### src/rtl/alu_op_dispatch_if.sv
// alu_op_dispatch_if
//   Producer-side valid/ready handshake carrying one ALU operation
//   (operand A, operand B, operation code).
//
//   Handshake: an operation transfers on a rising clock edge where
//   op_valid_i and op_ready_o are both high. op_ready_o never depends on
//   op_valid_i, so the producer may look at ready before raising valid.
//
//   Signals:
//     op_valid_i  producer presents an operation
//     op_ready_o  dispatch stage can accept an operation this cycle
//     op_a_i      operand A
//     op_b_i      operand B
//     op_ctrl_i   ALU operation code
//
//   Modports:
//     master  producer side (drives valid and payload)
//     slave   dispatch side (drives ready)
interface alu_op_dispatch_if #(
    parameter int DATA_W = 32,
    parameter int CTRL_W = 3
);
    logic              op_valid_i;
    logic              op_ready_o;
    logic [DATA_W-1:0] op_a_i;
    logic [DATA_W-1:0] op_b_i;
    logic [CTRL_W-1:0] op_ctrl_i;

    modport master (
        output op_valid_i,
        output op_a_i,
        output op_b_i,
        output op_ctrl_i,
        input  op_ready_o
    );

    modport slave (
        input  op_valid_i,
        input  op_a_i,
        input  op_b_i,
        input  op_ctrl_i,
        output op_ready_o
    );
endinterface

### src/rtl/alu_op_dispatch.sv
// alu_op_dispatch
//   Operand dispatch stage in front of the ALU. Operations arrive over a
//   valid/ready handshake, are buffered in a DEPTH-entry FIFO and issued
//   at most one per cycle onto registered ALU-facing outputs. stall_i
//   holds issue; issued_cnt_o counts issued operations modulo 2^16.
//
//   Ports:
//     clock          sole clock, rising edge
//     rst_i          synchronous, active-high reset
//     op_if          producer handshake (slave modport)
//     stall_i        high: do not issue at this edge
//     dataA_o        registered operand A to the ALU
//     dataB_o        registered operand B to the ALU
//     ALUCtrl_o      registered operation code to the ALU
//     issue_valid_o  high in the cycle after an issue edge
//     count_o        FIFO occupancy, 0..DEPTH
//     issued_cnt_o   operations issued, wrapping at 2^16
module alu_op_dispatch #(
    parameter int DATA_W = 32,
    parameter int CTRL_W = 3,
    parameter int DEPTH  = 4
) (
    input  logic                     clock,
    input  logic                     rst_i,
    alu_op_dispatch_if.slave         op_if,
    input  logic                     stall_i,
    output logic [DATA_W-1:0]        dataA_o,
    output logic [DATA_W-1:0]        dataB_o,
    output logic [CTRL_W-1:0]        ALUCtrl_o,
    output logic                     issue_valid_o,
    output logic [$clog2(DEPTH):0]   count_o,
    output logic [15:0]              issued_cnt_o
);
    localparam int PTR_W = $clog2(DEPTH);
    localparam int CNT_W = PTR_W + 1;
    localparam logic [CNT_W-1:0] FULL_CNT = CNT_W'(DEPTH);

    logic [DATA_W-1:0] mem_a [DEPTH];
    logic [DATA_W-1:0] mem_b [DEPTH];
    logic [CTRL_W-1:0] mem_c [DEPTH];

    logic [PTR_W-1:0] wr_ptr;
    logic [PTR_W-1:0] rd_ptr;
    logic [CNT_W-1:0] count;

    logic push;
    logic pop;

    // Ready is a function of registered occupancy and reset only, so a push
    // into a full FIFO is refused even if the same edge pops an entry.
    assign op_if.op_ready_o = !rst_i && (count < FULL_CNT);
    assign push             = op_if.op_valid_i && op_if.op_ready_o;
    // Pop reads pre-edge occupancy: a freshly pushed entry cannot issue on
    // the edge that writes it.
    assign pop              = !stall_i && (count != '0);
    assign count_o          = count;

    // Storage carries no reset; reset discards contents via the pointers.
    always_ff @(posedge clock) begin
        if (push) begin
            mem_a[wr_ptr] <= op_if.op_a_i;
            mem_b[wr_ptr] <= op_if.op_b_i;
            mem_c[wr_ptr] <= op_if.op_ctrl_i;
        end
    end

    always_ff @(posedge clock) begin
        if (rst_i) begin
            wr_ptr        <= '0;
            rd_ptr        <= '0;
            count         <= '0;
            dataA_o       <= '0;
            dataB_o       <= '0;
            ALUCtrl_o     <= '0;
            issue_valid_o <= 1'b0;
            issued_cnt_o  <= '0;
        end else begin
            if (push) begin
                wr_ptr <= wr_ptr + 1'b1;
            end
            if (pop) begin
                dataA_o       <= mem_a[rd_ptr];
                dataB_o       <= mem_b[rd_ptr];
                ALUCtrl_o     <= mem_c[rd_ptr];
                rd_ptr        <= rd_ptr + 1'b1;
                issued_cnt_o  <= issued_cnt_o + 16'd1;
                issue_valid_o <= 1'b1;
            end else begin
                issue_valid_o <= 1'b0;
            end
            case ({push, pop})
                2'b10:   count <= count + 1'b1;
                2'b01:   count <= count - 1'b1;
                default: count <= count;
            endcase
        end
    end
endmodule

### src/flat_wrapper.sv
// flat-port wrapper written by rule: the top's interface ports become plain ports
module alu_op_dispatch_flat 
#(
    parameter int DATA_W = 32,
    parameter int CTRL_W = 3,
    parameter int DEPTH  = 4
)
  (clock, rst_i, stall_i, dataA_o, dataB_o, ALUCtrl_o, issue_valid_o, count_o, issued_cnt_o, op_if_op_valid_i, op_if_op_a_i, op_if_op_b_i, op_if_op_ctrl_i, op_if_op_ready_o);
  alu_op_dispatch_if #(.DATA_W(DATA_W), .CTRL_W(CTRL_W)) op_if_i ();
  input  logic clock;
  input  logic rst_i;
  input  logic stall_i;
  output logic [DATA_W-1:0] dataA_o;
  output logic [DATA_W-1:0] dataB_o;
  output logic [CTRL_W-1:0] ALUCtrl_o;
  output logic issue_valid_o;
  output logic [$clog2(DEPTH):0] count_o;
  output logic [15:0] issued_cnt_o;
  input wire logic [$bits(op_if_i.op_valid_i)-1:0] op_if_op_valid_i;
  input wire logic [$bits(op_if_i.op_a_i)-1:0] op_if_op_a_i;
  input wire logic [$bits(op_if_i.op_b_i)-1:0] op_if_op_b_i;
  input wire logic [$bits(op_if_i.op_ctrl_i)-1:0] op_if_op_ctrl_i;
  output wire logic [$bits(op_if_i.op_ready_o)-1:0] op_if_op_ready_o;
  assign op_if_i.op_valid_i = op_if_op_valid_i;
  assign op_if_i.op_a_i = op_if_op_a_i;
  assign op_if_i.op_b_i = op_if_op_b_i;
  assign op_if_i.op_ctrl_i = op_if_op_ctrl_i;
  assign op_if_op_ready_o = op_if_i.op_ready_o;
  alu_op_dispatch #(.DATA_W(DATA_W), .CTRL_W(CTRL_W), .DEPTH(DEPTH)) u_core (.clock(clock), .rst_i(rst_i), .op_if(op_if_i), .stall_i(stall_i), .dataA_o(dataA_o), .dataB_o(dataB_o), .ALUCtrl_o(ALUCtrl_o), .issue_valid_o(issue_valid_o), .count_o(count_o), .issued_cnt_o(issued_cnt_o));
endmodule
### config.mk
export PLATFORM = sky130hd
export DESIGN_NAME = alu_op_dispatch_flat
export DESIGN_NICKNAME = d
export VERILOG_FILES = /design/src/rtl/alu_op_dispatch_if.sv /design/src/rtl/alu_op_dispatch.sv /design/src/flat_wrapper.sv
export SDC_FILE = /design/constraint.sdc
export NUM_CORES = 1
export LEC_CHECK = 0
export CAP_MARGIN = 20
export CORE_MARGIN = 2
export CORE_UTILIZATION = 46
export CTS_CLUSTER_SIZE = 16
export DETAILED_ROUTE_END_ITERATION = 16
export GPL_TIMING_DRIVEN = 0
export MAX_ROUTING_LAYER = met4
export PLACE_DENSITY = 0.73
export SLEW_MARGIN = 10
export SYNTH_ARGS = -nofsm -noshare
export SYNTH_HDL_FRONTEND = slang
export SYNTH_SLANG_ARGS = --single-unit
### constraint.sdc
create_clock -name clock -period 2.5 [get_ports clock]
set_input_delay 0.375 -clock clock [delete_from_list [all_inputs] [get_ports clock]]
set_output_delay 0.375 -clock clock [all_outputs]
set_load 0.1 [all_outputs]
==> run summary <==
GRT
----------------------------------------------------------------------------------------------------
Largest net degree at the start of global routing                                                 68
Via count of the first global-routing pass                                                      7342
Final global-route overflow total                                                                  0
Global router's overall resource usage                                                        18.73%
First-pass GRT wire length                                                                  41730 um
Antenna violations before repair                                                                   2

STA
----------------------------------------------------------------------------------------------------
Final worst path period share                                                                 98.33%
Hold violation total from the final report                                                         0
Final critical delay including setup and external delays                                    2.458 ns
Least-Margin Pin Slew                                                                       1.045 ns
Setup repair after global routing missed its margin                                            false
Slew headroom                                                                                 30.15%
Number of pins exceeding their max-slew limit in the final report                                  0
Final setup violation count                                                                        0
Worst hold margin                                                                          0.4522 ns
Worst setup margin                                                                        0.04164 ns
Maximum frequency from static timing analysis                                             0.4068 GHz
Setup Skew                                                                                0.01370 ns

WORST SETUP PATH
----------------------------------------------------------------------------------------------------
Worst path cell trace                                                                   clkdlybuf4s50_1
Max stage delay cell, worst path                                                        clkdlybuf4s50_1
Category of the worst setup path launch point                                                   flop
Critical path class                                                                       reg -> out
Crit path DAT                                                                                2.08 ns
Buf+Inv Stages, Crit Path                                                                          1
Cell family contributing the most delay on the critical path                            buffers and inverters
Max stage delay on crit path                                                                 1.17 ns
Crit-path max FO                                                                                   2
Crit path required time                                                                      2.12 ns
Element type at the critical path end                                                    output port

FLOORPLANNING
----------------------------------------------------------------------------------------------------
Chip Width                                                                                  172.7 um
Row count                                                                                         61
Area of the core region                                                                 0.02793 mm^2
Die area                                                                                0.02983 mm^2
Initial core utilization                                                                      46.87%
Count of pins on the block boundary                                                              159
Vertical die dimension                                                                      172.7 um

YOSYS
----------------------------------------------------------------------------------------------------
Synthesized Nets                                                                                 853
Most area-consuming cells after synthesis                                               edfxtp_1 (61%), dfxtp_1 (14%), mux4_2 (12%)
Number of distinct library cells after synthesis                                                  36
Simple-gate share of the synthesized area                                                     6.441%
Post-synthesis xor/xnor area fraction                                                         1.003%
Compound-gate portion of the synthesized area                                                 3.230%
EDFF count, synth                                                                                268
Cell Area, Synth                                                                        0.01309 mm^2
Main combinational cell family by area after synthesis                                  multiplexers
Yosys warnings                                                                                     0
Post-synthesis cell type with the largest combined area                                     edfxtp_1
Post-synthesis sequential area ratio                                                          75.38%
Async SR Flop Fraction                                                                            0%
Gate count of the mapped netlist                                                                 775
Area share of the largest cell type after synthesis                                           61.46%
Number of flip-flops and latches in the synthesized netlist                                      359
Adder-cell area share of the yosys netlist                                                   0.7262%
Post-synth top flop                                                                         edfxtp_1
Post-Syn Area per Cell                                                                    16.90 um^2
Multiplexer share of the synthesized area                                                     11.52%

DETAILED ROUTING
----------------------------------------------------------------------------------------------------
Total length of routed wires                                                                27100 um
Post-route DRC violation count                                                                     0
Vias per std cell                                                                              5.204
Iteration-0 DRC Markers                                                                          559
Iteration count of the initial detailed-routing pass                                               5
Wirelength per Cell                                                                         19.58 um
Post-route ant nets                                                                                0
Via Count                                                                                       7203

CLOCK NETWORK
----------------------------------------------------------------------------------------------------
Total of hold buffers inserted after clock tree synthesis                                          0
CTS HTree Levels                                                                                   2
Num CTS Buffers                                                                                   37
Buffer type at the clock tree root                                                         clkbuf_16
Clock-pin slew reported for the worst setup and hold paths after clock tree synthesis        0.06 ns
Total clock sinks                                                                                359
Worst skew pair latency                                                                      0.51 ns
Clock tree buffer depth                                                                            3
Clock tree from TritonCTS                                                                        yes

PWR
----------------------------------------------------------------------------------------------------
Fraction of power spent switching nets                                                        34.42%
Worst-case vdd ir drop                                                                   0.0005861 V
Clock network power share                                                                      29.4%
Int Pwr                                                                                     11.72 mW
Proportion of power drawn by combinational gates                                               30.3%
Leak pwr                                                                                    5.459 nW
PwrDens                                                                                 1082 mW/mm^2
Net Sw Power                                                                                6.151 mW
Total power draw                                                                            17.87 mW
Sequential fraction of design power                                                            40.3%

FINISH
----------------------------------------------------------------------------------------------------
Fraction of final layout cells with drive strength greater than 1                             15.54%
Filler Cell Count                                                                               2171
Footprint of the multi-input gates                                                      0.003043 mm^2
Post-Layout Inst Area                                                                   0.01651 mm^2
Final Core Density                                                                            59.11%
Flip-flop and latch area                                                                0.009881 mm^2
Area added between synthesis and finish                                                       26.11%
Final layout net count                                                                          1053

PLACE
----------------------------------------------------------------------------------------------------
Placement-stage worst setup slack                                                         -0.6131 ns
Number of buffers inserted by port buffering                                                     158
Total cell area at the placement stage                                                  0.01522 mm^2
DPL Wire Length                                                                             16240 um
RePlAce Congestion                                                                            0.7251

OUTCOME
----------------------------------------------------------------------------------------------------
Status                                                                                  finished, final reports clean

HOLD PATH
----------------------------------------------------------------------------------------------------
Hold/Removal Path Class                                                                   reg -> reg

FLOW RUN
----------------------------------------------------------------------------------------------------
Max-cap viol count                                                                                 0

## per-layer routing
metal / GRT usage (%) / part of all wire, %
met1: 24.05 / 43
met2: 30.69 / 49
met3: 4.266 / 5.9
met4: 4.308 / 1.7
met5: - / 0
## path summary, 6_finish.rpt
| path | start | to | slack, ns | cells past startpoint |
|---|---|---|---|---|
| max | u_core.dataB_o[10] | dataB_o[10] | 0.04 | 1 |
| max reg2reg | u_core.count_o[2] | u_core.count_o[2] | 0.11 | 10 |
| min | u_core.dataA_o[22] | u_core.dataA_o[22] | 0.45 | 2 |
| min reg2reg | u_core.dataA_o[22] | u_core.dataA_o[22] | 0.45 | 2 |
## registers in the layout (all words and copies together) (netlist names)
register,flops
u_core.count_o,3
u_core.issue_valid_o,1
u_core.ALUCtrl_o,3
u_core.dataA_o,32
u_core.mem_a,128
u_core.wr_ptr,2
u_core.dataB_o,32
u_core.issued_cnt_o,16
u_core.rd_ptr,2
u_core.mem_c,12
u_core.mem_b,128
## synthesized netlist by cell type (2+ instances only)
cell / number
o31ai_1: 2
buf_4: 4
xor2_1: 2
xnor2_1: 13
dfxtp_1: 91
a21oi_1: 74
nand2b_1: 2
inv_1: 8
nand2_1: 141
nand3_1: 3
a31o_2: 2
nor3_1: 3
mux4_2: 67
and3_1: 5
nor4_1: 3
buf_2: 13
o21ai_0: 2
ha_1: 6
nor2_1: 22
nor4b_1: 2
edfxtp_1: 268
and2_1: 2
nand4_1: 3
nor3b_1: 2
clkbuf_1: 24
## layout by cell type (no fill, tap or decap), types with 3 or more instances in the layout
master and n:
clkbuf_1 33, dfxtp_4 3, clkdlybuf4s50_1 144, and3_4 4
clkinv_1 8, nand2_1 141, buf_4 5, dlymetal6s2s_1 10
dfxtp_1 88, ha_1 5, edfxtp_1 268, dlygate4sd2_1 4
buf_2 12, mux4_2 67, xnor2_1 13, nor2_1 21
buf_16 3, clkbuf_8 3, a21oi_1 74, clkinv_2 4
nand4_1 3, clkbuf_16 40, nand3_1 3, inv_1 8
nor4_1 3
## final cells by class
cell class	instances	area share [%]
diodes	2	0.03031
plain buffers	41	1.137
clock buffers	53	6.539
clock inverters	15	0.5910
inverters	9	0.2501
multi-input cells	365	18.43
flip-flops and latches	359	59.84
well taps	378	2.864
repair buffers	162	10.32
## power groups by stage
stage	registers (mW)	logic, mW	clock network [mW]
after floorplan	9.44	1.96	0
after global placement	7.32	5.42	0
after detailed placement	7.34	5.46	0
after CTS	7.22	5.46	5.37
after global routing	7.26	5.71	5.61
final	7.21	5.41	5.26
## logic make-up (layout without fill, tap and decap cells)
group	count (synthesis)	count (layout)
other	0	2
XOR/XNOR	15	15
multiplexers	67	67
AND/OR/NAND/NOR	195	195
adder cells (fa/ha/maj)	7	7
flip-flops	359	359
buffers and inverters	51	280
AO/OA/AOI/OAI	81	81
## what timing repair did
item | in CTS | in global routing
buffers inserted | 0 | 0
gates resized for setup | 5 | 11
setup endpoints to repair | 4 | 11
## stage by stage
stage / instances / setup TNS [ns]
5_1_grt: 1384 / 0
3_3_place_gp: 1311 / -2.454
3_5_place_dp: 1311 / -1.718
2_1_floorplan: 775 / 0
6_report: 1384 / 0
4_1_cts: 1378 / 0
## worst register-to-register path, delay by kind of cell, from the launching register on
kind	cells	cell delay, ns
and+or+nand+nor	3	0.64
AOI/OAI and AO/OA	1	0.13
buffers and inverters	3	0.40
DFF	1	0.40
xor gates and xnor gates	1	0.16
adders and majority gates	2	0.58
Note: power is estimated with default switching activity, not from simulation.
